### src/rtl/ram_burst_reader_pkg.sv
`default_nettype none
// ============================================================================
// Module      : ram_burst_reader_pkg
// Description : Shared constants for the RAM burst reader: FSM state
//               encoding, read-buffer depth and the issue-credit helper.
// Revision    : 1.0 - initial release
// ============================================================================
package ram_burst_reader_pkg;

    // Words the read buffer can hold; also the issue credit limit.
    localparam int BUF_DEPTH = 2;

    localparam logic [1:0] ST_IDLE  = 2'd0;
    localparam logic [1:0] ST_ISSUE = 2'd1;
    localparam logic [1:0] ST_DRAIN = 2'd2;
    localparam logic [1:0] ST_DONE  = 2'd3;

    // A new read may issue only if every word already buffered or in flight,
    // minus the word leaving this cycle, still leaves a free buffer slot.
    function automatic logic credit_ok(input logic [1:0] count,
                                       input logic       inflight,
                                       input logic       pop);
        logic [2:0] occupancy;
        occupancy = {1'b0, count} + {2'b00, inflight} - {2'b00, pop};
        return occupancy < 3'(BUF_DEPTH);
    endfunction

endpackage
`default_nettype wire

### src/rtl/ram_read_skid_buffer.sv
`default_nettype none
// ============================================================================
// Module      : ram_read_skid_buffer
// Description : 2-entry FIFO with a registered head. Push and pop in the same
//               cycle are allowed; pushing into a full buffer without a pop
//               is an error condition.
// Ports       : clk, rst_n      - clock, async active-low reset
//               push_i, din_i   - write strobe and word
//               pop_i           - consumer takes the head word
//               count_o         - words currently held (0..2)
//               valid_o, head_o - head entry
// Revision    : 1.0 - initial release
// ============================================================================
module ram_read_skid_buffer
    import ram_burst_reader_pkg::*;
#(
    parameter int WIDTH = 17
) (
    input  logic             clk,
    input  logic             rst_n,
    input  logic             push_i,
    input  logic [WIDTH-1:0] din_i,
    input  logic             pop_i,
    output logic [1:0]       count_o,
    output logic             valid_o,
    output logic [WIDTH-1:0] head_o
);

    logic [WIDTH-1:0] head_q;
    logic [WIDTH-1:0] tail_q;
    logic [1:0]       count_q;
    logic             w_pop;

    // A pop against an empty buffer is ignored.
    assign w_pop = pop_i && (count_q != 2'd0);

    always_ff @(posedge clk or negedge rst_n) begin
        if (!rst_n) begin
            head_q  <= '0;
            tail_q  <= '0;
            count_q <= 2'd0;
        end else begin
            if (push_i && w_pop) begin
                // Occupancy unchanged; the incoming word lands behind
                // whatever remains after the head leaves.
                if (count_q == 2'd2) begin
                    head_q <= tail_q;
                    tail_q <= din_i;
                end else begin
                    head_q <= din_i;
                end
            end else if (push_i) begin
                if (count_q == 2'd0) begin
                    head_q <= din_i;
                end else begin
                    tail_q <= din_i;
                end
                count_q <= count_q + 2'd1;
            end else if (w_pop) begin
                head_q  <= tail_q;
                count_q <= count_q - 2'd1;
            end
        end
    end

    assign count_o = count_q;
    assign valid_o = (count_q != 2'd0);
    assign head_o  = head_q;

    a_no_overflow : assert property (@(posedge clk) disable iff (!rst_n)
        !(push_i && !w_pop && (count_q == 2'(BUF_DEPTH))));

endmodule
`default_nettype wire

### src/rtl/ram_burst_reader.sv
`default_nettype none
// ============================================================================
// Module      : ram_burst_reader
// Description : Burst read master for a registered-address dual-port RAM.
//               Takes {addr, len} commands, issues reads under a 2-word
//               credit, absorbs the one-cycle RAM latency through a 2-entry
//               buffer and streams words out on valid/ready with a last flag.
// Ports       : clk, rst_n                      - clock, async active-low reset
//               cmd_valid_i/cmd_ready_o         - command handshake
//               cmd_addr_i, cmd_len_i           - burst start address, length
//               read_address_o, read_enable_o   - RAM read port
//               ram_data_i                      - RAM data_out
//               out_valid_o/out_ready_i         - output stream handshake
//               out_data_o, out_last_o          - streamed word, final flag
//               busy_o, done_o                  - status, completion pulse
// Revision    : 1.0 - initial release
// ============================================================================
module ram_burst_reader
    import ram_burst_reader_pkg::*;
#(
    parameter int ADDRESS_WIDTH = 8,
    parameter int DATA_WIDTH    = 16,
    parameter int LEN_WIDTH     = 9
) (
    input  logic                     clk,
    input  logic                     rst_n,
    input  logic                     cmd_valid_i,
    output logic                     cmd_ready_o,
    input  logic [ADDRESS_WIDTH-1:0] cmd_addr_i,
    input  logic [LEN_WIDTH-1:0]     cmd_len_i,
    output logic [ADDRESS_WIDTH-1:0] read_address_o,
    output logic                     read_enable_o,
    input  logic [DATA_WIDTH-1:0]    ram_data_i,
    output logic                     out_valid_o,
    input  logic                     out_ready_i,
    output logic [DATA_WIDTH-1:0]    out_data_o,
    output logic                     out_last_o,
    output logic                     busy_o,
    output logic                     done_o
);

    logic [1:0]               state_q,     state_d;
    logic [ADDRESS_WIDTH-1:0] addr_q,      addr_d;
    logic [LEN_WIDTH-1:0]     len_q,       len_d;
    logic [LEN_WIDTH-1:0]     remaining_q, remaining_d;
    logic [LEN_WIDTH-1:0]     cap_cnt_q,   cap_cnt_d;
    logic                     inflight_q;

    logic                     w_cmd_fire;
    logic                     w_pop;
    logic                     w_issue;
    logic                     w_last_tag;
    logic [1:0]               w_buf_count;
    logic                     w_buf_valid;
    logic [DATA_WIDTH:0]      w_buf_head;

    assign w_cmd_fire = cmd_valid_i && (state_q == ST_IDLE);
    assign w_pop      = w_buf_valid && out_ready_i;
    assign w_issue    = (state_q == ST_ISSUE) && (remaining_q != '0)
                        && credit_ok(w_buf_count, inflight_q, w_pop);

    // The word arriving now is ordinal cap_cnt_q+1; tag it if that is len.
    assign w_last_tag = ((cap_cnt_q + LEN_WIDTH'(1)) == len_q);

    always_comb begin
        state_d     = state_q;
        addr_d      = addr_q;
        len_d       = len_q;
        remaining_d = remaining_q;
        cap_cnt_d   = inflight_q ? (cap_cnt_q + LEN_WIDTH'(1)) : cap_cnt_q;

        case (state_q)
            ST_IDLE: begin
                if (w_cmd_fire) begin
                    addr_d      = cmd_addr_i;
                    len_d       = cmd_len_i;
                    remaining_d = cmd_len_i;
                    cap_cnt_d   = '0;
                    // A zero-length burst passes through DRAIN, which resolves
                    // at once, so done follows the handshake by two edges.
                    state_d     = (cmd_len_i == '0) ? ST_DRAIN : ST_ISSUE;
                end
            end
            ST_ISSUE: begin
                if (w_issue) begin
                    addr_d      = addr_q + ADDRESS_WIDTH'(1);
                    remaining_d = remaining_q - LEN_WIDTH'(1);
                    if (remaining_q == LEN_WIDTH'(1)) begin
                        state_d = ST_DRAIN;
                    end
                end
            end
            ST_DRAIN: begin
                if ((w_buf_count == 2'd0) && !inflight_q) begin
                    state_d = ST_DONE;
                end
            end
            default: begin
                state_d = ST_IDLE;
            end
        endcase
    end

    always_ff @(posedge clk or negedge rst_n) begin
        if (!rst_n) begin
            state_q     <= ST_IDLE;
            addr_q      <= '0;
            len_q       <= '0;
            remaining_q <= '0;
            cap_cnt_q   <= '0;
            inflight_q  <= 1'b0;
        end else begin
            state_q     <= state_d;
            addr_q      <= addr_d;
            len_q       <= len_d;
            remaining_q <= remaining_d;
            cap_cnt_q   <= cap_cnt_d;
            inflight_q  <= w_issue;
        end
    end

    // RAM data is valid the cycle after an issue; capture it on the next edge.
    ram_read_skid_buffer #(
        .WIDTH (DATA_WIDTH + 1)
    ) u_buf (
        .clk     (clk),
        .rst_n   (rst_n),
        .push_i  (inflight_q),
        .din_i   ({w_last_tag, ram_data_i}),
        .pop_i   (w_pop),
        .count_o (w_buf_count),
        .valid_o (w_buf_valid),
        .head_o  (w_buf_head)
    );

    assign cmd_ready_o    = (state_q == ST_IDLE);
    assign read_address_o = addr_q;
    assign read_enable_o  = w_issue;
    assign out_valid_o    = w_buf_valid;
    assign out_data_o     = w_buf_head[DATA_WIDTH-1:0];
    assign out_last_o     = w_buf_valid && w_buf_head[DATA_WIDTH];
    assign busy_o         = (state_q != ST_IDLE);
    assign done_o         = (state_q == ST_DONE);

endmodule
`default_nettype wire

### config.mk
export PLATFORM = sky130hd
export DESIGN_NAME = ram_burst_reader
export DESIGN_NICKNAME = d
export VERILOG_FILES = /design/src/rtl/ram_burst_reader_pkg.sv /design/src/rtl/ram_read_skid_buffer.sv /design/src/rtl/ram_burst_reader.sv
export SDC_FILE = /design/constraint.sdc
export NUM_CORES = 1
export LEC_CHECK = 0
export ABC_AREA = 1
export BUFFER_PORTS_ARGS = -buffer_cell sky130_fd_sc_hd__buf_2
export CORE_MARGIN = 4
export CORE_UTILIZATION = 45
export CTS_CLUSTER_SIZE = 10
export DETAILED_ROUTE_END_ITERATION = 6
export GPL_ROUTABILITY_DRIVEN = 1
export PLACE_DENSITY = 0.62
export SYNTH_ARGS = -nofsm -noshare
export SYNTH_HDL_FRONTEND = slang
export SYNTH_SLANG_ARGS = --single-unit
export TNS_END_PERCENT = 5
### constraint.sdc
create_clock -name clk -period 4.5 [get_ports clk]
set_input_delay 0.45 -clock clk [delete_from_list [all_inputs] [get_ports clk]]
set_output_delay 0.45 -clock clk [all_outputs]
set_load 0.01 [all_outputs]
==> impl_results.md, run 1 <==
- Number of flops mapped to enable cells by yosys: 0
- Ys Warns: 0
- Die extent in y: 104 µm
- Clock Tree Buf Depth: 2
- CP Max Fanout: 5
- Setup repair bufs after CTS: 0
- Tot Pwr: approximately 3.2 mW
- Most frequent cells in the layout: nand2_1, dfrtp_1, buf_2
- Sw power: 1.42 mW
- Crit Path Class: register to primary output
- First-pass GRT wire length: 15,500 µm
- Num CTS Buffers: 9
- Initial DRC Count: 133
- HP Class: primary input to asynchronous set/reset pin
- H-tree depth: 3
- Share of layout cells above drive strength 1: 0.220
- DP HPWL: roughly 6400 µm
- Pwr dens: approximately 700 nW/µm²
- CP cell instances: nor2_1, inv_2, nand2_1, inv_1, ha_1, or2_2, fa_1, o211ai_1, a21oi_1, nand2_2, inv_1, buf_2
- Num ports: between 60 and 70
- Crit path DAT: 2850 ps
- Pin count of the biggest net entering global routing: 75
- Reg-to-Reg Start: u_buf.count_o[1]
- Port Buf Inserts: 66
- Vias in the first global route: roughly 3,300
- Rows: 34
- Ys flop type: dfrtp_1
- Vias/cell: between 5 and 6
- Skew final: 10.3 ps
- Minimum clock period after layout: 3300 ps
- Commonest non-fill, non-tap cell in the layout: nand2_1
- Worst slew margin: 0.382
- Achievable Freq: 303 MHz
- CP Data Required Time: ~4000 ps
- Pre-antenna DRT Iters: 4
- Die area: around 11,000 µm²
- Reg2reg path depth: 15
- Area grow syn2layout: 10.8%
- Nets@finish: 594
- # fillers: 853
- Worst-case vdd ir drop: around 320 µV
- Wire length per cell: ~14 µm
- Root buf cell: clkbuf_8
- Die width: between 100 and 150 µm
- Slew Viols, Final: 0
- Mapped Avg Cell Area: between 8 and 9 µm²
- # hold bufs at CTS: 0
- Post-DRT Antenna Nets: 0
- RSZ-0062 raised after global routing: false
- Status: completed
- Total wire length: 8960 µm
- Mapped Area: 4170 µm²
- Core footprint: 8850 µm²
- Seq/Total Area, Yosys: 0.444
- Sw Ratio: 0.443
- Gr ovfl total: 0
- Crit. End Element: primary output
- All-Layer GR Usage: 0.174
- Reg2reg end: remaining_q[4]
- CTS resizes: 0
- Initial antenna violation count: 0
- DRC: 0
- Crit path largest cell delay: 490 ps
- Seq cells post-synth: 74
- Max-cap violations: 0
- Netlist cell types: 38
- Initial Util: 0.471
- Worst skew pair latency: 350 ps
- Fin. Hold Viols: 0
- Setup_tns: 0 ps
- CP max-delay cell: fa_1
- Post-Syn Nets: 547
- Setup violations, final: 0
- Worst setup SP type: register
- Sequential power share: 0.380
- CTS tree: built
- FF-to-FF setup slack: approximately 1500 ps
- Final Wtd Congestion: 0.859
- Comb power frac: 0.471
- ANT cells: 0
- Mapped Cells: roughly 500
- P_leak: 2.30 nW
- Post-synth ARST share: 1.00
- Clock power share: 0.150
- Worst Max-Slew Pin Slew: 928 ps
- Crit share post-route: 0.733
- Clock slew at reported path FFs: 80 ps
- P_int: between 1.5 and 2 mW
- CP dominant cell by count: inv_1
- CP endpoint: read_enable_o
- Clock sinks: 74
- Crit path from: u_buf.count_o[1]
- Vias: 3,386
==> synthesized netlist by cell type, types with 3 or more instances <==
cell type  number  area, µm²
nand2_1       112        420
dfrtp_1        74       1850
o21ai_0        53        265
inv_1          47        176
a21oi_1        31        155
nor2_1         21       78.8
o21ai_1        20        100
buf_4          17        128
nand3_1        15       75.1
ha_1           11        138
o21ai_2        10       87.6
mux2_1          8       90.1
mux2_2          8       90.1
xor2_1          8       70.1
clkbuf_1        7       26.3
nand2_2         7       43.8
nand4_1         7       43.8
buf_2           5       25.0
nand3b_1        5       37.5
inv_2           4       15.0
mux2i_1         4       40.0
nor3_1          4       20.0
nor2_2          3       18.8
==> cell families after synthesis <==
group | synth area share
simple gates | 0.194
compound gates | 0.157
mux | 0.0529
fa+ha+maj | 0.0378
buf+inv | 0.0952
flops | 0.444
xor+xnor | 0.0189
==> layout make-up <==
cell class,count,area (µm²),share of cell area
clock buffer,11,141,0.0306
tap,108,135,0.0293
clock inverter,5,37.5,0.00813
timing repair buffer,67,340,0.0737
inverter,51,191,0.0415
multi-input combinational,342,1920,0.416
sequential,74,1850,0.401
==> through the flow <==
stage	instances	utilization	instance area [µm²]	setup slack, ps	hold slack (ps)
final	658	0.522	4620	1200	224
after global routing	658	0.522	4620	963	313
after detailed placement	642	0.501	4440	1510	465
after floorplan	498	-	4170	1800	154
after CTS	658	0.522	4620	1150	279
after global placement	642	0.501	4440	1590	464
==> power by group through the flow <==
stage | combinational, mW | clock [mW] | sequential (mW)
after floorplan | 1.29 | 0 | 1.17
after global placement | 1.49 | 0 | 1.22
after detailed placement | 1.53 | 0 | 1.23
after CTS | 1.54 | 0.500 | 1.22
after global routing | 1.74 | 0.525 | 1.27
final | 1.51 | 0.480 | 1.22
==> worst min-delay path by stage <==
stage,endpoint,slack [ps],cells after the start
floorplan,cap_cnt_q[0],150,0
global placement,u_buf.head_o[2],460,2
detailed placement,u_buf.head_o[16],460,2
CTS,cap_cnt_q[3],280,1
global route,u_buf.tail_q[6],310,2
finish,cap_cnt_q[2],220,1
==> routing by layer <==
layer  up-vias  wire length (µm)  global-route usage  share of wire
met2        63              4300               0.290           0.48
met1      1596              4170               0.220           0.47
li1       1719                 -                   -              -
met3         8               370              0.0447          0.041
met5         -                 0                   0              0
met4         0               111              0.0589          0.012
==> flip-flops by register name (all words and copies together) (netlist names) <==
signal          flops
cap_cnt_q           9
inflight_q          1
len_q               9
read_address_o      8
remaining_q         9
state_q             2
u_buf.count_o       2
u_buf.head_o       17
u_buf.tail_q       17
==> worst max-delay path, delay by kind of cell, from the launching register on <==
family	cells	cell delay (ps)
buffers and inverters	4	400
AO/OA/AOI/OAI	2	240
flip-flops	1	440
AND/OR/NAND/NOR	4	680
adder cells (fa/ha/maj)	2	750
Note: power is estimated with default switching activity, not from simulation.
==> run 2, diff against run 1 <==
- clock period: 4.5 -> 3.3 ns (I/O delays scaled with it)
==> impl_results.md, run 2 (synthesis results as in run 1) <==
- CTS tree: built
- Crit share post-route: 0.927
- Pre-antenna DRT Iters: 4 (unchanged)
- Crit. End Element: primary output
- Status: completed
- Vias in the first global route: 3,229 (-3.4%)
- Post-route setup slack: 242 ps (-960 ps)
- Wire length per cell: 13.8 µm (+1.1%)
- H-tree depth: 3 (unchanged)
- Tot Pwr: 4.44 mW (+38%)
- All-Layer GR Usage: 0.167 (-0.00755)
- Port Buf Inserts: 66 (unchanged)
- Total wire length: 9110 µm (+1.7%)
- Slew Viols, Final: 0 (unchanged)
- First-pass GRT wire length: 14,800 µm (-4.5%)
- Clock Tree Buf Depth: 2 (unchanged)
- Area grow syn2layout: 11.9%
- Final Wtd Congestion: 0.881 (+2.5%)
- Clock sinks: 74 (unchanged)
- Initial antenna violation count: 0 (unchanged)
- Pwr dens: 952 nW/µm² (+37%)
- DRC: 0 (unchanged)
- Commonest non-fill, non-tap cell in the layout: nand2_1
- Clock slew at reported path FFs: 80 ps (about the same)
- DP HPWL: 6380 µm (about the same)
- Root buf cell: clkbuf_8
- Pre-CTS setup slack: 335 ps (-1170 ps)
- Skew final: 10.8 ps (+0.498 ps)
- Num CTS Buffers: 9 (unchanged)
- Achievable Freq: 327 MHz
- Most frequent cells in the layout: nand2_1, dfrtp_1, buf_2
- Worst skew pair latency: 350 ps (about the same)
- Max-cap violations: 0 (unchanged)
- Die width: 104 µm (unchanged)
- Post-DRT Antenna Nets: 0 (unchanged)
- HP Class: primary input to asynchronous set/reset pin
- Worst Max-Slew Pin Slew: 947 ps (+18.9 ps)
- RSZ-0062 raised after global routing: false
- Core footprint: 8850 µm² (unchanged)
- Gr ovfl total: 0 (unchanged)
- Rows: 34 (unchanged)
- Initial DRC Count: 190 (+43%)
- P_leak: 2.32 nW (+0.89%)
- Share of layout cells above drive strength 1: 0.235 (+0.0147)
- Pin count of the biggest net entering global routing: 75 (unchanged)
- ANT cells: 0 (unchanged)
- Setup violations, final: 0 (unchanged)
- CP Data Required Time: 2970 ps (-1080 ps)
- Vias/cell: 5.11 (-0.69%)
- Setup_tns: 0 ps (unchanged)
- Worst slew margin: 0.369 (-0.0126)
- Initial Util: 0.471 (unchanged)
- Die area: 10,900 µm² (unchanged)
- # hold bufs at CTS: 0 (unchanged)
- Worst-case vdd ir drop: 398 µV (+24%)
- Nets@finish: 598 (+0.67%)
- Worst setup SP type: register
- CP Max Fanout: 5 (unchanged)
- Crit path DAT: 2730 ps (-120 ps)
- Fin. Hold Viols: 0 (unchanged)
- Crit Path Class: register to primary output
- Die extent in y: 104 µm (unchanged)
- Num ports: 67 (unchanged)
- Vias: 3,383 (-0.089%)
- Minimum clock period after layout: around 3100 ps
[run 2: timing repair]
| item | CTS | global route |
|---|---|---|
| endpoints found under the hold margin | 0 | 0 |
| endpoints found under the setup margin | 0 | 1 |
| buffers inserted | 0 | 2 |
| gates resized for setup | 0 | 4 |
[run 2: cell type report]
| class | count | area (µm²) |
|---|---|---|
| Sequential cell | 74 | 1850 |
| Clock inverter | 5 | 37.5 |
| Tap cell | 108 | 135 |
| Clock buffer | 11 | 151 |
| Multi-Input combinational cell | 342 | 1920 |
| Fill cell | 871 | 4190 |
| Inverter | 51 | 191 |
| Timing Repair Buffer | 71 | 370 |
[run 2: routing by layer]
layer / part of all wire / global-route usage
met5: 0 / 0
met2: 0.49 / 0.282
met3: 0.049 / 0.0528
met4: 0.010 / 0.0465
met1: 0.45 / 0.204
[run 2: power breakdown]
group	internal, mW	switching (mW)
clock network	0.317	0.360
logic	0.836	1.29
registers	1.33	0.301
[run 2: path summary, 6_finish.rpt]
path,startpoint,end,slack (ps),depth (start not counted)
min in group clk,ram_data_i[6],u_buf.tail_q[6],200,2
setup / recovery,u_buf.count_o[1],read_enable_o,240,12
hold reg to reg,u_buf.head_o[4],u_buf.head_o[4],480,2
setup reg to reg,u_buf.count_o[1],remaining_q[4],400,15
hold / removal,rst_n,cap_cnt_q[2],120,1
max in group asynchronous,rst_n,u_buf.count_o[1],2500,1
[run 2: stage by stage]
step	utilization	instance area (µm²)	cells	hold WS (ps)
floorplan	-	4170	498	34.4
CTS	0.524	4640	660	159
global placement	0.503	4450	644	464
finish	0.527	4660	662	118
detailed placement	0.503	4450	644	469
global route	0.527	4660	662	181
[run 2: worst max-delay path, cell delays in order (launching register included)]
cell	delay, ps
dfrtp_2	430
nor2_2	130
inv_2	80
nand2_1	90
inv_1	60
ha_1	260
or2_2	300
fa_1	480
o211ai_1	80
a21oi_1	160
nand2_2	100
inv_2	80
buf_2	130
